[src/rtl/rx_byte_fifo_if.sv]
// Byte-stream handshake between the UART receiver, the FIFO and its consumers.
// The master modport is the producer/consumer side; the slave modport is the FIFO.
interface rx_byte_fifo_if #(
   parameter int DATA_WIDTH = 8,
   parameter int ADDR_WIDTH = 4
);
   logic                  wr_valid;
   logic [DATA_WIDTH-1:0] wr_data;
   logic                  rd_en;
   logic                  clear_ovf;
   logic [DATA_WIDTH-1:0] rd_data;
   logic                  rd_valid;
   logic                  empty;
   logic                  full;
   logic [ADDR_WIDTH:0]   count;
   logic                  overflow;

   modport master (
      output wr_valid, wr_data, rd_en, clear_ovf,
      input  rd_data, rd_valid, empty, full, count, overflow
   );

   modport slave (
      input  wr_valid, wr_data, rd_en, clear_ovf,
      output rd_data, rd_valid, empty, full, count, overflow
   );
endinterface

[src/rtl/rx_byte_fifo.sv]
// Receive byte FIFO: absorbs one-cycle receiver strobes and hands bytes out on
// request with a registered one-cycle read latency and a sticky overflow flag.
module rx_byte_fifo #(
   parameter int DATA_WIDTH = 8,
   parameter int DEPTH      = 16,
   parameter int ADDR_WIDTH = 4
) (
   input  logic             clk,
   input  logic             reset,
   rx_byte_fifo_if.slave    bus
);
   localparam logic [ADDR_WIDTH:0] FULL_CNT = (ADDR_WIDTH+1)'(DEPTH);

   logic [DATA_WIDTH-1:0] mem_q [DEPTH];
   logic [ADDR_WIDTH-1:0] wptr_q, wptr_d;
   logic [ADDR_WIDTH-1:0] rptr_q, rptr_d;
   logic [ADDR_WIDTH:0]   count_q, count_d;
   logic [DATA_WIDTH-1:0] rd_data_q, rd_data_d;
   logic                  rd_valid_q, rd_valid_d;
   logic                  ovf_q, ovf_d;
   logic                  pop, push, drop;

   // A pop frees a slot in the same cycle, so a write at full still fits.
   always_comb begin
      pop        = bus.rd_en && (count_q != '0);
      push       = bus.wr_valid && ((count_q != FULL_CNT) || pop);
      drop       = bus.wr_valid && !push;
      wptr_d     = wptr_q;
      rptr_d     = rptr_q;
      count_d    = count_q;
      rd_data_d  = rd_data_q;
      rd_valid_d = 1'b0;
      ovf_d      = ovf_q;

      if (push) wptr_d = wptr_q + ADDR_WIDTH'(1);
      if (pop) begin
         rptr_d     = rptr_q + ADDR_WIDTH'(1);
         rd_data_d  = mem_q[rptr_q];
         rd_valid_d = 1'b1;
      end

      case ({push, pop})
         2'b10:   count_d = count_q + (ADDR_WIDTH+1)'(1);
         2'b01:   count_d = count_q - (ADDR_WIDTH+1)'(1);
         default: count_d = count_q;
      endcase

      // Setting on a dropped byte takes priority over a clear request.
      if (drop)               ovf_d = 1'b1;
      else if (bus.clear_ovf) ovf_d = 1'b0;
   end

   always_ff @(posedge clk or negedge reset) begin
      if (!reset) begin
         wptr_q     <= '0;
         rptr_q     <= '0;
         count_q    <= '0;
         rd_data_q  <= '0;
         rd_valid_q <= 1'b0;
         ovf_q      <= 1'b0;
      end else begin
         wptr_q     <= wptr_d;
         rptr_q     <= rptr_d;
         count_q    <= count_d;
         rd_data_q  <= rd_data_d;
         rd_valid_q <= rd_valid_d;
         ovf_q      <= ovf_d;
      end
   end

   // Storage is intentionally left out of reset.
   always_ff @(posedge clk) begin
      if (push) mem_q[wptr_q] <= bus.wr_data;
   end

   assign bus.rd_data  = rd_data_q;
   assign bus.rd_valid = rd_valid_q;
   assign bus.count    = count_q;
   assign bus.empty    = (count_q == '0);
   assign bus.full     = (count_q == FULL_CNT);
   assign bus.overflow = ovf_q;
endmodule

[src/flat_wrapper.sv]
// flat-port wrapper written by rule: the top's interface ports become plain ports
module rx_byte_fifo_flat 
#(
   parameter int DATA_WIDTH = 8,
   parameter int DEPTH      = 16,
   parameter int ADDR_WIDTH = 4
)
  (clk, reset, bus_wr_valid, bus_wr_data, bus_rd_en, bus_clear_ovf, bus_rd_data, bus_rd_valid, bus_empty, bus_full, bus_count, bus_overflow);
  rx_byte_fifo_if #(.DATA_WIDTH(DATA_WIDTH), .ADDR_WIDTH(ADDR_WIDTH)) bus_i ();
  input  logic clk;
  input  logic reset;
  input wire logic [$bits(bus_i.wr_valid)-1:0] bus_wr_valid;
  input wire logic [$bits(bus_i.wr_data)-1:0] bus_wr_data;
  input wire logic [$bits(bus_i.rd_en)-1:0] bus_rd_en;
  input wire logic [$bits(bus_i.clear_ovf)-1:0] bus_clear_ovf;
  output wire logic [$bits(bus_i.rd_data)-1:0] bus_rd_data;
  output wire logic [$bits(bus_i.rd_valid)-1:0] bus_rd_valid;
  output wire logic [$bits(bus_i.empty)-1:0] bus_empty;
  output wire logic [$bits(bus_i.full)-1:0] bus_full;
  output wire logic [$bits(bus_i.count)-1:0] bus_count;
  output wire logic [$bits(bus_i.overflow)-1:0] bus_overflow;
  assign bus_i.wr_valid = bus_wr_valid;
  assign bus_i.wr_data = bus_wr_data;
  assign bus_i.rd_en = bus_rd_en;
  assign bus_i.clear_ovf = bus_clear_ovf;
  assign bus_rd_data = bus_i.rd_data;
  assign bus_rd_valid = bus_i.rd_valid;
  assign bus_empty = bus_i.empty;
  assign bus_full = bus_i.full;
  assign bus_count = bus_i.count;
  assign bus_overflow = bus_i.overflow;
  rx_byte_fifo #(.DATA_WIDTH(DATA_WIDTH), .DEPTH(DEPTH), .ADDR_WIDTH(ADDR_WIDTH)) u_core (.clk(clk), .reset(reset), .bus(bus_i));
endmodule
[config.mk]
export PLATFORM = sky130hd
export DESIGN_NAME = rx_byte_fifo_flat
export DESIGN_NICKNAME = d
export VERILOG_FILES = /design/src/rtl/rx_byte_fifo_if.sv /design/src/rtl/rx_byte_fifo.sv /design/src/flat_wrapper.sv
export SDC_FILE = /design/constraint.sdc
export NUM_CORES = 1
export LEC_CHECK = 0
export BUFFER_PORTS_ARGS = -buffer_cell sky130_fd_sc_hd__buf_4
export CELL_PAD_IN_SITES_DETAIL_PLACEMENT = 0
export CELL_PAD_IN_SITES_GLOBAL_PLACEMENT = 1
export CORE_UTILIZATION = 41
export CTS_CLUSTER_SIZE = 24
export DETAILED_ROUTE_END_ITERATION = 16
export PLACE_DENSITY_LB_ADDON = 0.1
export SLEW_MARGIN = 0
export SYNTH_ARGS = -nofsm -noshare
export SYNTH_HDL_FRONTEND = slang
export SYNTH_SLANG_ARGS = --single-unit
[constraint.sdc]
create_clock -name clk -period 3.1 [get_ports clk]
set_input_delay 0.62 -clock clk [delete_from_list [all_inputs] [get_ports clk]]
set_output_delay 0.62 -clock clk [all_outputs]
set_load 0.05 [all_outputs]
[Word level (Yosys, flattened, before mapping)]
Memory sizes are Yosys's and may differ from the RTL's. A register that Yosys moved wholly into a read port is not among the register bits.
Index checks and enable logic that the tools add are counted.
Cells by class
  add/sub/neg operators: 4
  equal/unequal tests: 4
  multiplexer cells: 6
  reduce and logical (&&, ||, !) cells: 10
Operators by type and width (number)
  $pmux 5 s2: 1
  $add 4x1->4 const B: 2
  $add 5x1->5 const B: 1
  $eq 5x5->1 const B: 1
  $logic_not 5->1: 1
  $mux 1: 5
  $ne 5x5->1 const B: 1
  $reduce_bool 5->1: 1
  $sub 5x1->5 const B: 1
  $reduce_bool 2->1: 2
  $logic_and 1x1->1: 3
  $eq 2x1->1 const B: 1
  $eq 2x2->1 const B: 1
  $logic_not 1->1: 2
  $logic_or 1x1->1: 1
Storage, ports and cells
  flip-flop bits (word level): 15
  RAM bits: 128
  input port bits: 13
  memories: 1
Memory list
  u_core.mem_q: depth 16, width 8, rd ports 1, clocked after memory_dff 1, wr ports 1, line rx_byte_fifo.sv:14  | logic [DATA_WIDTH-1:0] mem_q [DEPTH];

[Logic depth before layout (Yosys ltp)]
Gate-level depths: netlist (run 1).
  depth after elaboration: 7
  gate-level depth with buffers: 10
  mapped depth without buffers: 10

[Worst setup path before layout (run 1)]
No wires, ideal clock.
  path type: flip-flop to flip-flop
  from: register u_core.count_q[1], in the netlist u_core.bus.count[1]
  to: register u_core.count_q[4], in the netlist u_core.bus.count[4]
  setup time: 0.091 ns
  arrival time: 2.614 ns
  data required time: 3.009 ns
  setup slack: 0.395 ns
  stages on the path, launching flop included: 10
  path buffers: 0
  clock period less this slack: 2.705 ns
  path through: dfrtp_1 > or4_4 > o21ai_4 > nor2_2 > ha_1 > nor2b_1 > o21ai_0 > nand2_1 > o32a_1 > o211ai_1
Between the ends
  cells in the longest elaborated chain, start to end: 6
  elaborated cells on any way between the ends: 11
RTL lines
  from (decl): line rx_byte_fifo.sv:17  | logic [ADDR_WIDTH:0] count_q, count_d;
  from (signal assigned): line rx_byte_fifo.sv:64  | count_q <= count_d;
  $reduce_bool 5->1: line rx_byte_fifo.sv:25  | pop = bus.rd_en && (count_q != '0);
  $logic_and 1x1->1: line rx_byte_fifo.sv:25
  $logic_or 1x1->1: line rx_byte_fifo.sv:26  | push = bus.wr_valid && ((count_q != FULL_CNT) || pop);
  $logic_and 1x1->1: line rx_byte_fifo.sv:26
  $eq 2x1->1 or $eq 2x2->1 (tied branches): line rx_byte_fifo.sv:42  | case ({push, pop})
  $pmux 5 s2 or $reduce_bool 2->1 (tied branches)
Several ways; a longest one is shown, not always the timed one.
A chain may end at the register's enable or synchronous reset.

[Final worst setup path (run 1)]
  from: register u_core.count_q[0], in the netlist u_core.bus.count[0]
  to: register u_core.count_q[4], in the netlist u_core.bus.count[4]
Same word-level chain as after synthesis.

==> results of run 1 <==
[power by group]
group          switching (mW)  internal, mW
registers               0.246          2.52
clock network           0.830          1.07
logic                    1.22         0.948
[path summary, 6_finish.rpt]
| kind | startpoint | end | slack, ns | depth (start not counted) |
|---|---|---|---|---|
| setup / recovery | u_core.bus.count[0] | u_core.bus.count[4] | 0.40 | 9 |
| hold reg to reg | u_core.bus.rd_data[6] | u_core.bus.rd_data[6] | 0.50 | 2 |
| setup reg to reg | u_core.bus.count[0] | u_core.bus.count[4] | 0.40 | 9 |
| min in group clk | bus_clear_ovf | u_core.bus.overflow | 0.38 | 2 |
| hold / removal | reset | u_core.bus.count[3] | 0.10 | 1 |
| max in group asynchronous | reset | u_core.bus.rd_data[2] | 2.73 | 1 |
[sequential cells by signal, indices dropped and copies added, names as in the netlist]
register             count
u_core.mem_q           128
u_core.bus.rd_data       8
u_core.bus.count         5
u_core.rptr_q            4
u_core.wptr_q            4
u_core.bus.overflow      1
u_core.bus.rd_valid      1
[logic make-up after synthesis]
logic type	count (synthesis)
xor+xnor	9
fa+ha+maj	9
mux	50
flops	151
compound gates	22
simple gates	50
buf+inv	25
[worst register-to-register path, cell delays in order, from the launching register on]
cell and delay, ns:
dfrtp_1 0.44, or4_4 0.59, o21ai_4 0.16, nor2_2 0.10
ha_1 0.32, nor2b_1 0.14, o21ai_0 0.26, nand2_1 0.14
o32a_1 0.30, o211ai_1 0.19
[metrics by stage]
step | instance area, µm² | hold slack [ns]
2_1_floorplan | 6070 | 0.324
3_3_place_gp | 6630 | 0.471
3_5_place_dp | 6630 | 0.487
4_1_cts | 7180 | 0.100
5_1_grt | 7180 | 0.122
6_report | 7180 | 0.104
[placed cells by master (no fill, tap or decap), types with 2 or more instances in the layout]
cell / netlist / routed
nand2_1: 20 / 20
dfrtp_1: 23 / 23
clkbuf_16: 0 / 17
inv_6: 0 / 2
mux2_2: 2 / 2
nor2b_1: 2 / 2
nor2_1: 13 / 13
nand2b_1: 2 / 2
o21ai_0: 2 / 2
o221ai_1: 8 / 8
xnor2_1: 9 / 9
ha_1: 8 / 8
inv_1: 10 / 10
clkbuf_8: 0 / 2
edfxtp_1: 128 / 128
buf_4: 1 / 51
mux4_2: 32 / 32
clkinv_2: 0 / 2
mux2i_1: 16 / 16
nor3_1: 4 / 4
clkinvlp_4: 0 / 4
clkinv_4: 0 / 3
nand4_1: 2 / 2
[final cells by class]
cell class	count	area, µm²	share of cell area [%]
sequential	151	4420	61.5
tap	184	230	3.21
timing repair buffer	52	403	5.61
clock buffer	19	453	6.31
clock inverter	13	98.8	1.38
multi-input combinational	140	1540	21.5
inverter	10	37.5	0.523
[metal layers]
metal / wire length [µm] / global-route usage [%] / part of all wire (%) / vias to the layer above
li1: - / - / - / 1373
met1: 5620 / 24.4 / 46 / 1557
met2: 5900 / 27.7 / 48 / 57
met3: 484 / 3.62 / 4.0 / 19
met4: 234 / 8.06 / 1.9 / 0
met5: 0 / 0 / 0 / -
==> results.py, run 1 <==
metrics = {
    "global_routing": {
        "grt_pass1_vias": 3111,
        "grt_pass1_wl_um": 18500,
        "grt_overflow": 0,
        "grt_max_degree": 27,
        "antenna_found_initial": 0,
        "grtUsageTotal_pct": 17.9,
    },
    "place": {
        "dp_hpwl_um": 7410,
        "routabilityCongestion": 0.732,
        "dp_cells": 537,
        "place_ws_ns": 0.426,
        "io_buffers": 29,
    },
    "critical_path": {
        "critical_path.slowest_cell": "or4_4",
        "crit_required_ns": 3.43,
        "cpPeakStageDelay_ns": 0.58,
        "crit_path_end_kind": "register",
        "path_class": "reg -> reg",
        "arrival_ns": 3.04,
        "crit_buf_inv": 0,
        "path_delay_family": "simple AND/OR/NAND/NOR gates",
        "crit_chain": "or4_4 > o21ai_4 > nor2_2 > ha_1 > nor2b_1 > o21ai_0 > nand2_1 > o32a_1 > o211ai_1",
        "startpoint_type": "register",
        "cp_max_fo": 6,
    },
    "clock_network": {
        "clk_latency_ns": 0.42,
        "cts_hold_buf": 0,
        "cts_tree": "built",
        "cts_root_buf": "clkbuf_16",
        "cts_resized": 0,
        "clock_path_buffers": 2,
        "clk_pin_slew_ns": 0.06,
        "htree_levels": 4,
        "cts.sinks": 151,
        "cts_buffers": 17,
        "cts_setup_buffers": 0,
    },
    "timing": {
        "rsz0062_at_grt": "no",
        "fmax_mhz": 370,
        "fin_tns_setup_ns": 0,
        "slew_violations": 0,
        "relSlewSlack_pct": 54.6,
        "tightest_slew_ns": 0.681,
        "fin_crit_sh_pct": 87.2,
        "setup_viol": 0,
        "fin_skew_ns": 0.00795,
        "worst_slack_ns": 0.396,
        "min_period_ns": 2.70,
        "hold_viol_final": 0,
    },
    "pwr": {
        "total_power_mw": 6.84,
        "power.leakage_nw": 2.53,
        "power.density_mw_per_mm2": 952,
        "ir_drop_uv": 379,
    },
    "logic_synthesis": {
        "synth_area_leaders": "edfxtp_1 (63%), mux4_2 (12%), dfrtp_1 (9.5%)",
        "synth_top_area_share_pct": 63.4,
        "synth_compound_area_share_pct": 3.38,
        "synth_cell_types": 40,
        "synth_warnings": 0,
        "synth-async-reset-ratio_pct": 15.2,
        "synth.area.mux_share_pct": 14.9,
        "yosys-top-cells-count": "edfxtp_1 (128), mux4_2 (32), dfrtp_1 (23)",
        "synth_area_mm2": 0.00607,
        "synth_top_family_by_area": "multiplexers",
        "syn_area_per_cell_um2": 19.2,
        "synth_xor_area_share_pct": 1.30,
        "synth_seq_cells": 151,
        "synth_cells": 316,
        "seq_area_frac_synth_pct": 72.8,
        "synth_most_common_cell": "edfxtp_1",
        "synth_ff_type": "edfxtp_1",
        "synth-edff-count": 128,
        "synth_fa_ha_area_share_pct": 1.98,
        "yosys.area.top_type": "edfxtp_1",
        "syn_nets": 338,
        "synth_simple_gate_area_share_pct": 3.86,
    },
    "cells_and_area": {
        "fin_util_pct": 49.6,
        "nFillCells": 1207,
        "insertedDiodeCount": 0,
        "syn_to_final_growth_pct": 18.4,
        "drive_gt1_share_pct": 33.0,
        "final_nets": 394,
        "fin_cells": 569,
    },
    "floorplanning": {
        "dieHeight_um": 124,
        "core_mm2": 0.0145,
        "io_pins": 30,
        "start_util_pct": 41.9,
        "die_area_mm2": 0.0153,
        "die-width_um": 124,
        "row_count": 44,
    },
    "status": {
        "status": "completed",
    },
    "job": {
        "cap_violations": 0,
    },
    "routing": {
        "viasPerCell": 5.28,
        "num_vias": 3006,
        "wire_per_inst_um": 21.5,
        "drt_wl_total_um": 12200,
        "route.antenna.remaining_nets": 0,
        "drt_iter0_markers": 274,
        "drc_errors": 0,
        "firstDrtPassIters": 4,
    },
    "min_path": {
        "holdCritPathClass": "in -> async",
    },
}
Note: power is estimated with default switching activity, not from simulation.
==> run 2, diff against run 1 <==
SETUP_SLACK_MARGIN = 0.4   (was default)
==> run 2 against run 1 <==
Register-to-register slack better by 0.11 ns. Non-clock buffer count unchanged. Largest power group unchanged. Wire length rose by 0.53%. Critical path type unchanged. Sequential power hardly changed.
==> results.py, run 2 (same netlist as run 1, synthesis figures left out) <==
metrics = {
    "status": {
        "status": "completed",
    },
    "routing": {
        "drt_wl_total_um": 12300,
        "firstDrtPassIters": 4,
        "wire_per_inst_um": 21.6,
        "viasPerCell": 5.31,
        "num_vias": 3021,
        "drc_errors": 0,
        "route.antenna.remaining_nets": 0,
        "drt_iter0_markers": 182,
    },
    "floorplanning": {
        "dieHeight_um": 124,
        "row_count": 44,
        "io_pins": 30,
        "core_mm2": 0.0145,
        "die_area_mm2": 0.0153,
        "start_util_pct": 41.9,
        "die-width_um": 124,
    },
    "cells_and_area": {
        "nFillCells": 1222,
        "multi_input_area_mm2": 0.00154,
        "final_nets": 394,
        "largest_reg_flops": 128,
        "layout_commonest_cell": "edfxtp_1",
        "largest_register": "u_core.mem_q",
        "drive_gt1_share_pct": 33.8,
        "syn_to_final_growth_pct": 20.0,
        "layout_common_cells": "edfxtp_1 (128), buf_4 (51), mux4_2 (32)",
        "regArea_mm2": 0.00442,
        "insertedDiodeCount": 0,
    },
    "global_routing": {
        "grt_max_degree": 25,
        "grtUsageTotal_pct": 18.0,
        "grt_pass1_vias": 3081,
        "grt_overflow": 0,
        "antenna_found_initial": 0,
        "grt_pass1_wl_um": 18800,
    },
    "timing": {
        "tightest_slew_ns": 0.568,
        "relSlewSlack_pct": 61.8,
        "setup_viol": 0,
        "fin_skew_ns": 0.00465,
        "fin_crit_sh_pct": 83.5,
        "worst_slack_ns": 0.511,
        "fin_tns_setup_ns": 0,
        "slew_violations": 0,
        "min_period_ns": 2.59,
        "rsz0062_at_grt": "no",
        "hold_viol_final": 0,
        "fmax_mhz": 386,
    },
    "job": {
        "cap_violations": 0,
    },
    "clock_network": {
        "clock_path_buffers": 2,
        "cts.sinks": 151,
        "cts_hold_buf": 0,
        "htree_levels": 4,
        "cts_root_buf": "clkbuf_16",
        "cts_resized": 0,
        "cts_setup_buffers": 0,
        "cts_tree": "built",
        "clk_latency_ns": 0.42,
        "clk_pin_slew_ns": 0.06,
        "cts_buffers": 17,
    },
    "critical_path": {
        "startpoint_type": "register",
        "regToRegSetupSlack_ns": 0.51,
        "cp_max_fo": 5,
        "rr_worst_depth": 9,
        "r2r-end": "u_core.bus.count[4]",
        "arrival_ns": 2.92,
        "r2r-start": "u_core.bus.count[1]",
        "crit_required_ns": 3.43,
        "crit_path_end_kind": "register",
        "path_class": "reg -> reg",
    },
    "place": {
        "dp_hpwl_um": 7860,
        "io_buffers": 29,
        "place_ws_ns": 0.459,
        "routabilityCongestion": 0.704,
    },
    "pwr": {
        "power.density_mw_per_mm2": 985,
        "power.leakage_nw": 2.58,
        "total_power_mw": 7.17,
        "ir_drop_uv": 404,
    },
    "min_path": {
        "holdCritPathClass": "in -> async",
    },
}
-- run 2: cell types whose count changed in the layout (fill, tap and decap cells not counted), moves of 2 or more --
cell	change
dfrtp_2	+3
clkinv_2	-2
dfrtp_1	-3
bufinv_16	+4
clkinvlp_4	-3
-- run 2: per-stage QoR --
stage / utilization (%) / std cells / hold WS [ns] / cell area [µm²]
global placement: 45.8 / 537 / 0.492 / 6640
global route: 50.3 / 569 / 0.116 / 7280
detailed placement: 45.8 / 537 / 0.491 / 6640
CTS: 50.3 / 569 / 0.0960 / 7280
floorplan: - / 316 / 0.324 / 6070
finish: 50.3 / 569 / 0.101 / 7280
-- run 2: area by class of cell --
class / instances / area share (%)
sequential: 151 / 60.7
multi-input combinational: 140 / 21.2
clock buffer: 20 / 6.27
timing repair buffer: 52 / 5.53
tap: 184 / 3.16
clock inverter: 12 / 2.63
inverter: 10 / 0.515
-- run 2: worst max-delay path, stage by stage (launching register included) --
cell,delay [ns]
dfrtp_2,0.43
or4_4,0.59
o21ai_4,0.16
nor2_2,0.10
ha_1,0.33
nor2b_1,0.15
o21ai_1,0.18
nand2_1,0.12
o32a_1,0.30
o211ai_1,0.16
-- run 2: report_power, final --
part / total (mW) / switching, mW / internal [mW]
registers: 2.79 / 0.265 / 2.52
logic: 2.16 / 1.21 / 0.951
clock network: 2.23 / 0.819 / 1.41
-- run 2: worst max-delay path by stage --
stage                        start             endpoint
4_1_cts        u_core.bus.count[1]  u_core.bus.count[4]
5_1_grt        u_core.bus.count[1]  u_core.bus.count[4]
3_5_place_dp   u_core.bus.count[1]  u_core.bus.count[4]
2_1_floorplan  u_core.bus.count[2]  u_core.bus.count[4]
6_report       u_core.bus.count[1]  u_core.bus.count[4]
3_3_place_gp   u_core.bus.count[1]  u_core.bus.count[4]
-- run 2: metal layers --
metal / track usage [%] / wire [µm] / vias to the layer above
li1: - / - / 1367
met1: 24.4 / 5800 / 1581
met2: 28.1 / 5930 / 54
met3: 3.71 / 382 / 19
met4: 7.76 / 195 / 0
met5: 0 / 0 / -
==> run 3, diff against run 2 <==
clock period = 2.2 ns   (was 3.1 ns; I/O delays follow)
==> run 3 against run 2 <==
Sequential cell count did not move. Critical endpoint is now u_core.bus.count[3]. Largest power group is now combinational logic. Sequential power rose by 40%. Worst setup slack worse by 0.68 ns. Design area rose by 12%. The flow now finishes with violations (setup timing).
==> results.py, run 3 (same netlist as run 1, synthesis figures left out) <==
metrics = {
    "floorplanning": {
        "start_util_pct": 41.9,
        "row_count": 44,
        "core_mm2": 0.0145,
        "die-width_um": 124,
        "io_pins": 30,
        "dieHeight_um": 124,
        "die_area_mm2": 0.0153,
    },
    "place": {
        "io_buffers": 29,
        "place_ws_ns": -0.226,
        "place_area_mm2": 0.00683,
        "routabilityCongestion": 0.729,
        "dp_hpwl_um": 7860,
    },
    "cells_and_area": {
        "largest_reg_flops": 128,
        "syn_to_final_growth_pct": 33.9,
        "fin_area_mm2": 0.00812,
        "nFillCells": 1101,
        "drive_gt1_share_pct": 49.5,
        "final_nets": 433,
        "layout_commonest_cell": "edfxtp_1",
        "largest_register": "u_core.mem_q",
        "layout_common_cells": "edfxtp_1 (128), buf_4 (49), mux4_2 (32)",
        "insertedDiodeCount": 0,
    },
    "timing": {
        "setup_viol": 7,
        "tightest_slew_ns": 0.559,
        "fin_crit_sh_pct": 108,
        "rsz0062_at_grt": "yes",
        "relSlewSlack_pct": 62.7,
        "hold_viol_final": 0,
        "fin_hold_ws_ns": 0.201,
        "fmax_mhz": 422,
        "worst_slack_ns": -0.169,
        "slew_violations": 0,
        "fin_tns_setup_ns": -0.570,
        "fin_skew_ns": 0.00775,
        "min_period_ns": 2.37,
    },
    "routing": {
        "num_vias": 3141,
        "drc_errors": 0,
        "firstDrtPassIters": 4,
        "route.antenna.remaining_nets": 0,
        "drt_wl_total_um": 12500,
        "viasPerCell": 5.17,
        "wire_per_inst_um": 20.5,
        "drt_iter0_markers": 234,
    },
    "global_routing": {
        "grtUsageTotal_pct": 18.2,
        "grt_max_degree": 26,
        "antenna_found_initial": 0,
        "grt_pass1_wl_um": 19100,
        "grt_overflow": 0,
        "grt_pass1_vias": 3306,
    },
    "clock_network": {
        "cts_tree": "built",
        "clock_path_buffers": 2,
        "clk_latency_ns": 0.42,
        "clk_pin_slew_ns": 0.06,
        "cts_buffers": 17,
        "cts_root_buf": "clkbuf_16",
        "cts.sinks": 151,
        "htree_levels": 4,
    },
    "critical_path": {
        "r2r-start": "u_core.bus.count[2]",
        "path_delay_family": "simple AND/OR/NAND/NOR gates",
        "crit_path_end": "u_core.bus.count[3]",
        "startpoint_type": "register",
        "regToRegSetupSlack_ns": -0.17,
        "path_class": "reg -> reg",
        "crit_path_end_kind": "register",
        "critical_path.slowest_cell": "or4_4",
        "cp_max_fo": 5,
        "critPathLaunch": "u_core.bus.count[2]",
        "r2r-end": "u_core.bus.count[3]",
        "crit_required_ns": 2.50,
        "crit_chain": "or4_4 > o21ai_4 > nor2_4 > buf_4 > ha_4 > a21o_2 > a21oi_2 > xnor2_1 > mux2_4",
        "crit_buf_inv": 1,
        "worst-path-stages": 9,
        "cpPeakStageDelay_ns": 0.56,
        "rr_worst_depth": 9,
        "arrival_ns": 2.67,
    },
    "pwr": {
        "p_int_mw": 7.44,
        "netSwitchingFraction_pct": 32.7,
        "total_power_mw": 11.1,
        "netSwitchingPower_mw": 3.61,
        "clockPowerShare_pct": 27.2,
        "ir_drop_uv": 599,
        "power.leakage_nw": 2.85,
        "combPwrFrac_pct": 37.6,
        "power.density_mw_per_mm2": 1360,
        "p_seq_share_pct": 35.3,
    },
    "min_path": {
        "holdCritPathClass": "in -> reg",
    },
    "job": {
        "cap_violations": 0,
    },
    "status": {
        "status": "complete, but fails checks",
        "failed_checks": "setup timing",
    },
}
## run 3: stage by stage
step	util, %	cells
floorplan	-	316
global placement	47.2	552
global route	56.1	608
CTS	54.9	602
finish	56.1	608
detailed placement	47.2	552
## run 3: power groups by stage
stage | clock network, mW | registers (mW) | logic [mW]
4_1_cts | 3.06 | 3.90 | 3.93
2_1_floorplan | 0 | 4.23 | 1.91
6_report | 3.00 | 3.90 | 4.15
5_1_grt | 3.17 | 3.95 | 4.45
3_5_place_dp | 0 | 3.92 | 3.44
3_3_place_gp | 0 | 3.91 | 3.43
## run 3: area by class of cell
| type | instances | area, µm² | share of cell area, % |
|---|---|---|---|
| Clock inverter | 13 | 179 | 2.20 |
| Inverter | 10 | 45.0 | 0.555 |
| Timing Repair Buffer | 91 | 927 | 11.4 |
| Multi-Input combinational cell | 140 | 1880 | 23.2 |
| Tap cell | 184 | 230 | 2.83 |
| Clock buffer | 19 | 433 | 5.33 |
| Sequential cell | 151 | 4430 | 54.5 |
## run 3: worst min-delay path by stage
stage,startpoint,to,cells past startpoint
4_1_cts,bus_clear_ovf,u_core.bus.overflow,2
3_5_place_dp,reset,u_core.bus.count[0],1
6_report,bus_clear_ovf,u_core.bus.overflow,2
5_1_grt,bus_clear_ovf,u_core.bus.overflow,2
2_1_floorplan,reset,u_core.bus.count[0],0
3_3_place_gp,reset,u_core.bus.count[0],1
## run 3: what timing repair did
action	4_1_cts	5_1_grt
setup buffers	17	6
hold buffers	1	0
hold endpoints to repair	23	0
pin swaps	23	16
setup endpoints to repair	146	151
resized for setup	91	27
## run 3: per-layer routing
layer  GRT usage, %  wire (µm)
met4           6.55        177
met2           29.0       6080
met5              0          0
met3           4.95        491
met1           24.1       5700
